<file path="config.mk">
export PLATFORM = sky130hd
export DESIGN_NAME = cam_cfg_sequencer
export DESIGN_NICKNAME = d
export VERILOG_FILES = /design/src/rtl/cam_cfg_pkg.sv /design/src/rtl/cam_cfg_rom.sv /design/src/rtl/cam_cfg_sequencer.sv
export SDC_FILE = /design/constraint.sdc
export NUM_CORES = 1
export LEC_CHECK = 0
export CAP_MARGIN = 10
export CORE_MARGIN = 4
export CORE_UTILIZATION = 32
export CTS_CLUSTER_SIZE = 24
export DETAILED_ROUTE_END_ITERATION = 8
export PLACE_DENSITY = 0.57
export SETUP_SLACK_MARGIN = 0.2
export SLEW_MARGIN = 20
export SYNTH_ARGS = -nofsm -noshare
export SYNTH_HDL_FRONTEND = slang
export SYNTH_SLANG_ARGS = --single-unit
</file>
<file path="constraint.sdc">
create_clock -name i_clk -period 8.4 [get_ports i_clk]
set_input_delay 2.1 -clock i_clk [delete_from_list [all_inputs] [get_ports i_clk]]
set_output_delay 2.1 -clock i_clk [all_outputs]
set_load 0.02 [all_outputs]
</file>
<file path="src/rtl/cam_cfg_pkg.sv">
// Shared types and constants for the camera register-table sequencer.
package cam_cfg_pkg;

  typedef enum logic [2:0] {
    StIdle,
    StFetch,
    StIssue,
    StWaitRsp,
    StDelay,
    StVerify,
    StDone,
    StError
  } state_e;

  typedef struct packed {
    logic [7:0] addr;
    logic [7:0] data;
  } entry_t;

  localparam logic [15:0] END_MARK      = 16'hFFFF;
  localparam logic [7:0]  DELAY_ADDR    = 8'hFE;
  localparam logic [7:0]  SOFT_RST_ADDR = 8'h12;

  localparam int MODE_VGA_YUV422  = 0;
  localparam int MODE_QVGA_RGB565 = 1;

endpackage

</file>
<file path="src/rtl/cam_cfg_rom.sv">
// Register tables, one per mode, read with one cycle of latency.
module cam_cfg_rom
  import cam_cfg_pkg::*;
#(
  parameter int IDX_W     = 8,
  parameter int NUM_MODES = 2,
  localparam int MODE_W   = (NUM_MODES > 1) ? $clog2(NUM_MODES) : 1
) (
  input  logic              i_clk,
  input  logic [MODE_W-1:0] i_mode,
  input  logic [IDX_W-1:0]  i_idx,
  output entry_t            o_entry
);

  entry_t w_entry;
  entry_t r_entry;

  always_comb begin
    w_entry = END_MARK;
    if (int'(i_mode) == MODE_VGA_YUV422) begin
      case (int'(i_idx))
        0:       w_entry = 16'h1280;
        1:       w_entry = 16'hFE02;
        2:       w_entry = 16'h3A0D;
        default: w_entry = END_MARK;
      endcase
    end else if (NUM_MODES > 1 && int'(i_mode) == MODE_QVGA_RGB565) begin
      case (int'(i_idx))
        0:       w_entry = 16'h1280;
        1:       w_entry = 16'hFE01;
        2:       w_entry = 16'h1214;
        3:       w_entry = 16'h40D0;
        4:       w_entry = 16'h8C00;
        default: w_entry = END_MARK;
      endcase
    end
  end

  always_ff @(posedge i_clk) begin
    r_entry <= w_entry;
  end

  assign o_entry = r_entry;

endmodule

</file>
<file path="src/rtl/cam_cfg_sequencer.sv">
// Walks a per-mode register table and issues SCCB writes, delays and retries.
// Optional readback verification of each write is enabled by CAM_CFG_READBACK_EN.
module cam_cfg_sequencer
  import cam_cfg_pkg::*;
#(
  parameter int IDX_W      = 8,
  parameter int NUM_MODES  = 2,
  parameter int DELAY_UNIT = 50000,
  parameter int MAX_RETRY  = 3,
  localparam int MODE_W    = (NUM_MODES > 1) ? $clog2(NUM_MODES) : 1
) (
  input  logic              i_clk,
  input  logic              i_rst,
  input  logic              i_start,
  input  logic [MODE_W-1:0] i_mode,
  output logic              o_cmd_valid,
  input  logic              i_cmd_ready,
  output logic              o_cmd_rw,
  output logic [7:0]        o_cmd_addr,
  output logic [7:0]        o_cmd_wdata,
  input  logic              i_rsp_valid,
  input  logic              i_rsp_nack,
  input  logic [7:0]        i_rsp_rdata,
  output logic              o_busy,
  output logic              o_done,
  output logic              o_err,
  output logic [IDX_W-1:0]  o_err_index,
  output logic [IDX_W-1:0]  o_progress
);

  localparam int DLY_W = $clog2(255 * DELAY_UNIT + 1);
  localparam logic [IDX_W-1:0] LAST_IDX = '1;
`ifdef CAM_CFG_READBACK_EN
  localparam bit READBACK = 1'b1;
`else
  localparam bit READBACK = 1'b0;
`endif

  state_e            r_state, w_state_n;
  logic [MODE_W-1:0] r_mode, w_mode_n;
  logic [IDX_W-1:0]  r_idx, w_idx_n;
  logic [IDX_W-1:0]  r_err_index, w_err_index_n;
  logic [3:0]        r_retry, w_retry_n;
  logic [DLY_W-1:0]  r_dly, w_dly_n;
  logic              r_cmd_rw, w_cmd_rw_n;
  logic [7:0]        r_cmd_addr, w_cmd_addr_n;
  logic [7:0]        r_cmd_wdata, w_cmd_wdata_n;
  logic              r_rd_sent, w_rd_sent_n;
  logic [4:0]        w_retry_inc;
  logic              w_advance;
  logic              w_retry_req;
  entry_t            w_entry;

  // Addressed with next-state mode/index so the entry is valid during FETCH.
  cam_cfg_rom #(
    .IDX_W    (IDX_W),
    .NUM_MODES(NUM_MODES)
  ) u_rom (
    .i_clk  (i_clk),
    .i_mode (w_mode_n),
    .i_idx  (w_idx_n),
    .o_entry(w_entry)
  );

  always_comb begin
    w_state_n     = r_state;
    w_mode_n      = r_mode;
    w_idx_n       = r_idx;
    w_err_index_n = r_err_index;
    w_retry_n     = r_retry;
    w_dly_n       = r_dly;
    w_cmd_rw_n    = r_cmd_rw;
    w_cmd_addr_n  = r_cmd_addr;
    w_cmd_wdata_n = r_cmd_wdata;
    w_rd_sent_n   = r_rd_sent;
    w_retry_inc   = {1'b0, r_retry} + 5'd1;
    w_advance     = 1'b0;
    w_retry_req   = 1'b0;
    case (r_state)
      StIdle, StDone, StError: begin
        if (i_start) begin
          w_state_n = StFetch;
          w_mode_n  = i_mode;
          w_idx_n   = '0;
          w_retry_n = '0;
        end
      end
      StFetch: begin
        if (w_entry == END_MARK) begin
          w_state_n = StDone;
        end else if (w_entry.addr == DELAY_ADDR) begin
          w_state_n = StDelay;
          w_dly_n   = DLY_W'(w_entry.data) * DLY_W'(DELAY_UNIT);
        end else begin
          w_state_n     = StIssue;
          w_cmd_rw_n    = 1'b0;
          w_cmd_addr_n  = w_entry.addr;
          w_cmd_wdata_n = w_entry.data;
        end
      end
      StIssue: begin
        if (i_cmd_ready) w_state_n = StWaitRsp;
      end
      StWaitRsp: begin
        if (i_rsp_valid) begin
          if (i_rsp_nack) begin
            w_retry_req = 1'b1;
          end else if (READBACK && r_cmd_addr != SOFT_RST_ADDR) begin
            w_state_n   = StVerify;
            w_cmd_rw_n  = 1'b1;
            w_rd_sent_n = 1'b0;
          end else begin
            w_advance = 1'b1;
          end
        end
      end
      StDelay: begin
        if (r_dly <= DLY_W'(1)) w_advance = 1'b1;
        else                    w_dly_n   = r_dly - DLY_W'(1);
      end
      StVerify: begin
        if (!r_rd_sent) begin
          if (i_cmd_ready) w_rd_sent_n = 1'b1;
        end else if (i_rsp_valid) begin
          if (i_rsp_nack || i_rsp_rdata != r_cmd_wdata) w_retry_req = 1'b1;
          else                                          w_advance   = 1'b1;
        end
      end
      default: w_state_n = StIdle;
    endcase

    if (w_retry_req) begin
      w_cmd_rw_n = 1'b0;
      if (w_retry_inc <= 5'(MAX_RETRY)) begin
        w_retry_n = w_retry_inc[3:0];
        w_state_n = StIssue;
      end else begin
        w_state_n     = StError;
        w_err_index_n = r_idx;
      end
    end

    // The last index finishes the run instead of wrapping.
    if (w_advance) begin
      w_retry_n = '0;
      if (r_idx == LAST_IDX) begin
        w_state_n = StDone;
      end else begin
        w_idx_n   = r_idx + IDX_W'(1);
        w_state_n = StFetch;
      end
    end
  end

  always_ff @(posedge i_clk) begin
    if (i_rst) begin
      r_state     <= StIdle;
      r_mode      <= '0;
      r_idx       <= '0;
      r_err_index <= '0;
      r_retry     <= '0;
      r_dly       <= '0;
      r_cmd_rw    <= 1'b0;
      r_cmd_addr  <= '0;
      r_cmd_wdata <= '0;
      r_rd_sent   <= 1'b0;
    end else begin
      r_state     <= w_state_n;
      r_mode      <= w_mode_n;
      r_idx       <= w_idx_n;
      r_err_index <= w_err_index_n;
      r_retry     <= w_retry_n;
      r_dly       <= w_dly_n;
      r_cmd_rw    <= w_cmd_rw_n;
      r_cmd_addr  <= w_cmd_addr_n;
      r_cmd_wdata <= w_cmd_wdata_n;
      r_rd_sent   <= w_rd_sent_n;
    end
  end

  assign o_cmd_valid = (r_state == StIssue) || (r_state == StVerify && !r_rd_sent);
  assign o_cmd_rw    = r_cmd_rw;
  assign o_cmd_addr  = r_cmd_addr;
  assign o_cmd_wdata = r_cmd_wdata;
  assign o_busy      = (r_state == StFetch) || (r_state == StIssue) || (r_state == StWaitRsp) ||
                       (r_state == StDelay) || (r_state == StVerify);
  assign o_done      = (r_state == StDone);
  assign o_err       = (r_state == StError);
  assign o_err_index = r_err_index;
  assign o_progress  = r_idx;

endmodule

</file>
==> metrics <==
Max Clk Rate ~200 MHz; worst-path fanout max 12; worst slack, placed 2.94 ns; #FFs+latches synth 75; critical path data arrival time 5.34 ns; Syn. warnings 0; Post-Place Cell Area 6000 um^2; Final Max Slew Viols 0; drt pass-1 iters 5; Post-Layout Inst Area between 6000 and 7000 um^2; post-route setup slack about 3.3 ns; DRC viols 0; initial antenna violation count 0; DIE AREA 18900 um^2; grt total ovfl 0; First DRT Iteration DRCs around 290; first-pass GRT wire length 22900 um; I/O pin count 52; Post-Syn Area 5350 um^2; Reg-to-Reg End r_dly[18]; Area Overhead vs Synth 18.0%; clk sinks 75; WS Path Type in -> reg; post-synth cell types 70; hold path start r_retry[3]; Setup crit start kind input port; Post-DP HPWL between 10000 and 15000 um; Clock Pin Slew Worst Setup and Hold Paths ~0.060 ns; Initial Utilization around 32%; core area 16500 um^2; Post-Route Setup TNS 0 ns; Die Y between 100 and 150 um; status completed; Post-Syn Instances approximately 650; post-cts sizing count 0; Die Wd around 140 um; PortBufs 50; Synth Net Count about 740; hold path depth 1; CTS buffer count 9; DR vias/cell between 5 and 6; placer congestion estimate 0.868; via count approximately 4700; # setup viols final 0; r2r worst-path depth 16; CTS Hold Buffers Added 0; Core Rows 47; total power roughly 2.1 mW; CTS Root Cell clkbuf_16; crit path time final around 5.1 ns; register area share after synthesis between 20 and 30%; Final ANT Viol Nets 0; worst hold path class reg -> reg; ys async rst share 0%; WHS 0.461 ns; main flop type after synthesis dfxtp_1; Pleak 2.70 nW; Worst Hold Path EP r_retry[3]; final setup skew 0.00570 ns; Hold Vio Cnt, Final 0; WL final 13800 um; relative slew slack ~49%; Post-Syn Area per Cell 8.21 um^2; Setup Fix Bufs, Post-CTS 0; drt wl/cell roughly 15 um; Worst VDD drop between 150 and 200 uV; # H-tree levels 3; flop2flop setup slack 4.04 ns; clk buf depth 2; # nets final a little under 800; max_cap viols 0; RR Startpoint u_rom.o_entry[2]; crit end category register; layout cells sized above 1 under 10%; part of the cycle the worst path needs between 60% and 70%; diode count 0; placed cell count approximately 900; TritonCTS clock tree yes; Least-Margin Pin Slew just under 0.8 ns; Critical Path RT 8.63 ns; largest net degree at the start of global routing 64; number of synthesized flops with an enable pin 0; Power Density 339 nW/um^2; Final Util 38.4%; Finished Layout Cells 910; RSZ-0062 raised after global routing false; vias in the first global route approximately 4600; Clock Latency Late Sink between 0.3 and 0.4 ns; GRT Total Usage 15.2%
## worst max path at each step
stage                        start           endpoint  slack, ns  cells after the start
floorplan           i_rsp_rdata[5]  u_rom.o_entry[13]       3.64                     10
global placement    i_rsp_rdata[5]  u_rom.o_entry[13]       3.01                     10
detailed placement  i_rsp_rdata[5]  u_rom.o_entry[13]       2.94                     10
CTS                 i_rsp_rdata[5]  u_rom.o_entry[13]       3.30                     10
global route        i_rsp_rdata[5]   u_rom.o_entry[4]       3.13                     10
finish              i_rsp_rdata[5]  u_rom.o_entry[13]       3.29                     10
## power breakdown
group	switching [mW]	total [mW]	leakage [nW]	internal, mW
combinational	0.710	1.26	1.94	0.546
sequential	0.0680	0.464	0.607	0.396
clock	0.164	0.424	0.155	0.260
## layer usage
| metal | GRT usage (%) | part of all wire (%) |
|---|---|---|
| met5 | 0 | 0 |
| met4 | 6.21 | 1.9 |
| met3 | 2.30 | 3.8 |
| met2 | 26.1 | 49 |
| met1 | 19.1 | 45 |
## Yosys cell counts (5+ instances only)
cell	number	area share [%]
nand2_1	44	3.1
clkbuf_1	22	1.5
nor2_1	86	6.0
fa_1	12	4.5
and3_1	11	1.3
o22ai_1	7	0.82
nor2b_1	5	0.58
o21ai_0	37	3.5
ha_1	58	14
a21o_1	5	0.70
a211oi_1	5	0.70
inv_1	41	2.9
a21oi_1	41	3.8
mux2i_1	25	4.7
nand2b_1	6	0.70
nor3_1	28	2.6
dfxtp_1	75	28
nand3_1	15	1.4
or3_1	6	0.70
xnor2_1	11	1.8
a31oi_1	7	0.82
xor2_1	13	2.1
nor4_1	8	0.94
buf_4	6	0.84
and2_1	6	0.70
## logic make-up (layout without fill, tap and decap cells)
group | after synthesis | in the layout | share of synthesized area, %
AO/OA/AOI/OAI | 146 | 146 | 17.7
XOR/XNOR | 24 | 24 | 3.93
adder cells (fa/ha/maj) | 70 | 70 | 18.1
buffers and inverters | 72 | 110 | 5.77
flip-flops | 75 | 75 | 28.1
multiplexers | 27 | 27 | 5.10
other | 1 | 1 | 0.0701
AND/OR/NAND/NOR | 237 | 237 | 21.3
## worst max-delay path: stages
cell             delay (ns)
clkdlybuf4s50_1        0.41
xor2_1                 0.17
or4_4                  0.54
or4_4                  0.56
a21bo_1                0.33
a32oi_1                0.31
and4_4                 0.30
and2_4                 0.18
a21oi_2                0.05
or3b_1                 0.38
## layout make-up
type | instances | area (um^2)
Fill cell | 1676 | 10100
Multi-Input combinational cell | 505 | 3540
Sequential cell | 75 | 1500
Timing Repair Buffer | 54 | 526
Tap cell | 220 | 275
Clock buffer | 9 | 225
Inverter | 41 | 154
Clock inverter | 6 | 91.3
## registers in the layout, indices dropped and copies added (netlist names)
signal and cells:
o_cmd_addr 6, o_cmd_wdata 7, o_err_index 8, o_progress 8
r_dly 24, r_mode 1, r_rd_sent 1, r_retry 4
r_state 3, u_rom.o_entry 13
## cells in the final DEF (no fill, tap or decap), types with 12 or more instances in the layout
| cell type | n |
|---|---|
| a21oi_1 | 41 |
| clkdlybuf4s50_1 | 49 |
| dfxtp_1 | 75 |
| fa_1 | 12 |
| ha_1 | 58 |
| inv_1 | 41 |
| mux2i_1 | 25 |
| nand2_1 | 44 |
| nand3_1 | 15 |
| nor2_1 | 86 |
| nor3_1 | 28 |
| o21ai_0 | 37 |
| xor2_1 | 13 |
No activity file was read; power rests on OpenSTA's default activity.
